[src/rtl/bus_arbiter_mux.sv]
// bus_arbiter_mux
//   Four-master round-robin bus arbiter with a registered owner and a
//   combinational master-to-slave request multiplexer. Feeds the bus address
//   decoder with the owning master's address, strobe, direction and data.
//
// Parameters
//   ADDR_W    word-address width
//   DATA_W    write-data width
//   MAX_HOLD  max consecutive owned cycles while another master requests
//             (0 disables forced rotation)
//
// Ports
//   clk, reset                 clock, synchronous active-high reset
//   mN_req_/mN_addr/mN_as_/
//   mN_rw/mN_wr_data           per-master request, address, strobe (low),
//                              direction (1 = read) and write data
//   mN_grnt_                   per-master grant, active low, exactly one low
//   s_addr/s_as_/s_rw/
//   s_wr_data                  owning master's signals, to the decoder
module bus_arbiter_mux #(
  parameter int unsigned ADDR_W   = 30,
  parameter int unsigned DATA_W   = 32,
  parameter int unsigned MAX_HOLD = 16
) (
  input  logic              clk,
  input  logic              reset,
  input  logic              m0_req_,
  input  logic              m1_req_,
  input  logic              m2_req_,
  input  logic              m3_req_,
  input  logic [ADDR_W-1:0] m0_addr,
  input  logic [ADDR_W-1:0] m1_addr,
  input  logic [ADDR_W-1:0] m2_addr,
  input  logic [ADDR_W-1:0] m3_addr,
  input  logic              m0_as_,
  input  logic              m1_as_,
  input  logic              m2_as_,
  input  logic              m3_as_,
  input  logic              m0_rw,
  input  logic              m1_rw,
  input  logic              m2_rw,
  input  logic              m3_rw,
  input  logic [DATA_W-1:0] m0_wr_data,
  input  logic [DATA_W-1:0] m1_wr_data,
  input  logic [DATA_W-1:0] m2_wr_data,
  input  logic [DATA_W-1:0] m3_wr_data,
  output logic              m0_grnt_,
  output logic              m1_grnt_,
  output logic              m2_grnt_,
  output logic              m3_grnt_,
  output logic [ADDR_W-1:0] s_addr,
  output logic              s_as_,
  output logic              s_rw,
  output logic [DATA_W-1:0] s_wr_data
);

  localparam int unsigned HOLD_W = (MAX_HOLD == 0) ? 1 : $clog2(MAX_HOLD + 1);
  localparam logic [HOLD_W-1:0] HOLD_MAX = HOLD_W'(MAX_HOLD);

  typedef enum logic [1:0] {
    OWN0 = 2'd0,
    OWN1 = 2'd1,
    OWN2 = 2'd2,
    OWN3 = 2'd3
  } owner_t;

  owner_t             r_owner;
  owner_t             w_owner_nxt;
  owner_t             w_cand;
  logic [HOLD_W-1:0]  r_hold;
  logic [HOLD_W-1:0]  w_hold_nxt;
  logic [3:0]         w_req;
  logic [3:0]         w_others_req;
  logic               w_others;
  logic               w_force;
  logic               w_found;

  // Requests as active-high vector; the owner's own bit is masked out to
  // tell whether anybody else is waiting.
  assign w_req        = ~{m3_req_, m2_req_, m1_req_, m0_req_};
  assign w_others_req = w_req & ~(4'b0001 << r_owner);
  assign w_others     = |w_others_req;

  // Output mux: combinational copy of the owner's signals.
  always_comb begin
    s_addr    = m0_addr;
    s_as_     = m0_as_;
    s_rw      = m0_rw;
    s_wr_data = m0_wr_data;
    case (r_owner)
      OWN0: begin
        s_addr = m0_addr; s_as_ = m0_as_; s_rw = m0_rw; s_wr_data = m0_wr_data;
      end
      OWN1: begin
        s_addr = m1_addr; s_as_ = m1_as_; s_rw = m1_rw; s_wr_data = m1_wr_data;
      end
      OWN2: begin
        s_addr = m2_addr; s_as_ = m2_as_; s_rw = m2_rw; s_wr_data = m2_wr_data;
      end
      OWN3: begin
        s_addr = m3_addr; s_as_ = m3_as_; s_rw = m3_rw; s_wr_data = m3_wr_data;
      end
      default: ;
    endcase
  end

  // Forced rotation only on an idle cycle (owner strobe high), so a transfer
  // in progress is never cut.
  assign w_force = (MAX_HOLD != 0) && (r_hold == HOLD_MAX) && w_others && s_as_;

  // Next owner: keep unless released or forced; otherwise first requester
  // in round-robin order after the current owner, else stay parked.
  always_comb begin
    w_owner_nxt = r_owner;
    w_found     = 1'b0;
    w_cand      = r_owner;
    if (!w_req[r_owner] || w_force) begin
      for (int unsigned i = 1; i < 4; i++) begin
        w_cand = owner_t'(r_owner + 2'(i));
        if (!w_found && w_req[w_cand]) begin
          w_owner_nxt = w_cand;
          w_found     = 1'b1;
        end
      end
    end
  end

  always_comb begin
    w_hold_nxt = r_hold;
    if ((w_owner_nxt != r_owner) || !w_others) begin
      w_hold_nxt = '0;
    end else if (r_hold < HOLD_MAX) begin
      w_hold_nxt = r_hold + HOLD_W'(1);
    end
  end

  always_ff @(posedge clk) begin
    if (reset) begin
      r_owner <= OWN0;
      r_hold  <= '0;
    end else begin
      r_owner <= w_owner_nxt;
      r_hold  <= w_hold_nxt;
    end
  end

  // Grants decode straight from the owner register: one low at all times,
  // hand-over with neither overlap nor gap.
  assign m0_grnt_ = (r_owner != OWN0);
  assign m1_grnt_ = (r_owner != OWN1);
  assign m2_grnt_ = (r_owner != OWN2);
  assign m3_grnt_ = (r_owner != OWN3);

endmodule

[config.mk]
export PLATFORM = sky130hd
export DESIGN_NAME = bus_arbiter_mux
export DESIGN_NICKNAME = d
export VERILOG_FILES = /design/src/rtl/bus_arbiter_mux.sv
export SDC_FILE = /design/constraint.sdc
export NUM_CORES = 1
export LEC_CHECK = 0
export BUFFER_PORTS_ARGS = -buffer_cell sky130_fd_sc_hd__buf_4
export CAP_MARGIN = 15
export CELL_PAD_IN_SITES_DETAIL_PLACEMENT = 1
export CELL_PAD_IN_SITES_GLOBAL_PLACEMENT = 1
export CORE_AREA = 2 2 129 131
export CTS_BUF_LIST = sky130_fd_sc_hd__clkbuf_4 sky130_fd_sc_hd__clkbuf_8
export CTS_CLUSTER_SIZE = 10
export DETAILED_ROUTE_END_ITERATION = 10
export DIE_AREA = 0 0 131 133
export GPL_TIMING_DRIVEN = 0
export PLACE_DENSITY_LB_ADDON = 0.1
export SLEW_MARGIN = 25
export SYNTH_ARGS = -nofsm -noshare
export SYNTH_HDL_FRONTEND = slang
export SYNTH_SLANG_ARGS = --single-unit
[constraint.sdc]
create_clock -name clk -period 2 [get_ports clk]
set_input_delay 0.2 -clock clk [delete_from_list [all_inputs] [get_ports clk]]
set_output_delay 0.2 -clock clk [all_outputs]
set_load 0.005 [all_outputs]
==> run_results.csv <==
group,metric,value,unit
pwr,p_leak,2.64,nW
floorplan,ios,330,
placement,post-dp-hpwl,15000,um
worst_setup_path,cp-start-kind,"flop",
global_route,grt_util_all_layers,18.9,%
worst_setup_path,crit_start,"r_owner[0]",
timing,finalCriticalPeriod,2.17,ns
floorplan,row_count,47,
global_route,busiest_layer,"met2",
floorplan,fp.dieH,133,um
clock_tree,cts_tree,"yes",
global_route,overflow,0,
clock_tree,cts_made_buffers,3,
status,status,"complete, but fails checks",
pwr,p_per_area,1230,nW/um^2
cells_and_area,area_delta_synth_final,168,%
timing,max_freq,460,MHz
logic_synthesis,ys_ff_latch,7,
route,drt-vias-per-instance,4.79,
timing,timing.hold.ws,0.358,ns
global_route,grt.met3_usage,4.25,%
cells_and_area,final_common_cell,"buf_4",
timing,fin_setup_tns,-3.09,ns
route,vias,4248,
worst_setup_path,cp_max_fo,10,
timing,tightestPinTransition,0.465,ns
global_route,grt_pass1_wl,25400,um
clock_tree,clk_pin_slew,0.04,ns
worst_setup_path,crit_required,1.80,ns
cells_and_area,fin_nets,935,
worst_setup_path,crit_path_end_kind,"output port",
global_route,grt_antenna_before_repair,0,
clock_tree,htree_num_levels,1,
logic_synthesis,mappedNetlistArea,2080,um^2
timing,rsz0062_at_grt,"true",
logic_synthesis,synth_edf_count,0,
placement,dpl_worst_slack,-0.893,ns
clock_tree,clock_path_buffers,2,
logic_synthesis,ys.flop_type,"dfxtp_1",
cells_and_area,layout-drive-gt1-share,64.1,%
worst_setup_path,cp.arrival,1.97,ns
cells_and_area,final_cell_mix,"buf_4 (344), nor2_1 (72), a222oi_1 (63)",
route,wl,18500,um
timing,timing.final.ws_setup,-0.174,ns
timing,worst_clock_skew,0.00786,ns
floorplan,initial_utilization,12.9,%
timing,relSlewSlack,69.0,%
clock_tree,cts.sink_count,7,
placement,portBuffers,325,
logic_synthesis,synth_cells,310,
worst_hold_path,hp-class,"in2reg",
timing,setup_viol,54,
clock_tree,cts_root_buffer,"clkbuf_8",
route,drc_errors,0,
status,violations,"setup timing",
floorplan,dieArea,17400,um^2
pwr,ir_drop,450,uV
logic_synthesis,ys_seq_area_share,6.73,%
cells_and_area,postLayoutCoreUtil,34.5,%
global_route,met1_usage,20.3,%
global_route,grt_pass1_vias,4393,
route,wire_per_inst,20.9,um
logic_synthesis,synth_nets,578,
worst_hold_path,hold_start,"reset",
global_route,grt_use_met2,37.0,%
timing,finalHoldViolations,0,
cells_and_area,antenna_cells,0,
logic_synthesis,ys_types,39,
clock_tree,cts_hold_buffers,0,
worst_setup_path,critPathKind,"reg2out",
worst_setup_path,r2r_start,"r_owner[0]",
pwr,power,6.85,mW
global_route,grt_max_degree,11,
logic_synthesis,syn_avg_cell_area,6.72,um^2
clock_tree,clk_latency,0.23,ns
timing,drv_slew,0,
flow_run,maxCapViolCount,0,
floorplan,fp.dieW,131,um
logic_synthesis,yosysWarnings,0,
floorplan,core,16200,um^2
route,drtIter0Drc,371,
route,ant_nets,0,
route,first_pass_iters,8,
logic_synthesis,async_flop_share,0,%
placement,routabilityCongestion,0.907,
timing,period_share,109,%
## final cells by class
type	instances	area (um^2)
buffer	41	502
clock buffer	3	41.3
clock inverter	1	5.00
fill	1963	10600
inverter	8	40.0
multi-input combinational	254	1860
sequential	7	148
tap	220	275
timing repair buffer	352	2710
## cell usage after synthesis, types with 2 or more instances
master    count  share of area, %
nor2_1       73                13
a21oi_1      66                16
a222oi_1     63                30
clkbuf_1     27               4.9
buf_1         8               1.4
dfxtp_1       7               6.7
ha_1          6               3.6
inv_1         6               1.1
buf_6         4               2.2
mux2i_1       4               1.9
nand2_1       3              0.54
nand3_1       3              0.72
o221ai_1      3               1.3
a22o_1        2              0.84
a22oi_1       2              0.72
a31oi_1       2              0.60
and3b_1       2              0.84
inv_2         2              0.36
mux2_2        2               1.1
mux4_2        2               2.2
nand2b_1      2              0.60
nand4b_1      2              0.84
nor2b_1       2              0.60
xor2_1        2              0.84
## metal layers
| metal | part of all wire (%) | vias to the layer above |
|---|---|---|
| met2 | 53 | 208 |
| met5 | 0 | - |
| met1 | 36 | 2025 |
| met3 | 8.6 | 22 |
| met4 | 2.0 | 0 |
| li1 | - | 1993 |
## through the flow
| stage | std cells | area, um^2 |
|---|---|---|
| after floorplan | 310 | 2110 |
| after global placement | 855 | 4820 |
| after detailed placement | 855 | 4820 |
| after CTS | 878 | 5400 |
| after global routing | 886 | 5580 |
| final | 886 | 5580 |
## state kept, by name (all words and copies together) (netlist names)
signal,flops
r_hold,5
r_owner,2
## worst paths after layout
kind | to | cells past startpoint | slack (ns)
worst max-delay path | s_wr_data[6] | 7 | -0.17
worst min register to register | r_hold[1] | 2 | 0.59
worst max register to register | r_hold[3] | 7 | -0.06
worst min-delay path | r_owner[1] | 3 | 0.36
## report_power, final
| group | switching, mW | internal, mW | total (mW) |
|---|---|---|---|
| Sequential | 0.0462 | 0.185 | 0.232 |
| Combinational | 2.94 | 3.48 | 6.42 |
| Clock | 0.0622 | 0.135 | 0.197 |
| Total | 3.05 | 3.80 | 6.85 |
## worst max-delay path, stage by stage (launching register included)
cell and delay [ns]:
dfxtp_4 0.35, buf_4 0.14, ha_4 0.17, clkbuf_16 0.17, clkbuf_16 0.17, a222oi_1 0.46, a21oi_1 0.12, buf_4 0.16
## logic make-up (layout without fill, tap and decap cells)
| family | Yosys count | count (layout) | share of synthesized area, % |
|---|---|---|---|
| adder cells (fa/ha/maj) | 6 | 6 | 3.60 |
| buffers and inverters | 49 | 405 | 10.5 |
| flip-flops | 7 | 7 | 6.73 |
| AND/OR/NAND/NOR | 91 | 91 | 18.7 |
| AO/OA/AOI/OAI | 145 | 145 | 53.5 |
| multiplexers | 9 | 9 | 5.71 |
| XOR/XNOR | 3 | 3 | 1.26 |
## what timing repair did
item | in CTS | in global routing
buffers inserted | 16 | 7
pin swaps | 49 | 45
gates cloned | 3 | 2
endpoints found under the hold margin | 0 | 0
endpoints found under the setup margin | 73 | 70
resized for setup | 105 | 28
No activity file was read; power rests on OpenSTA's default activity.
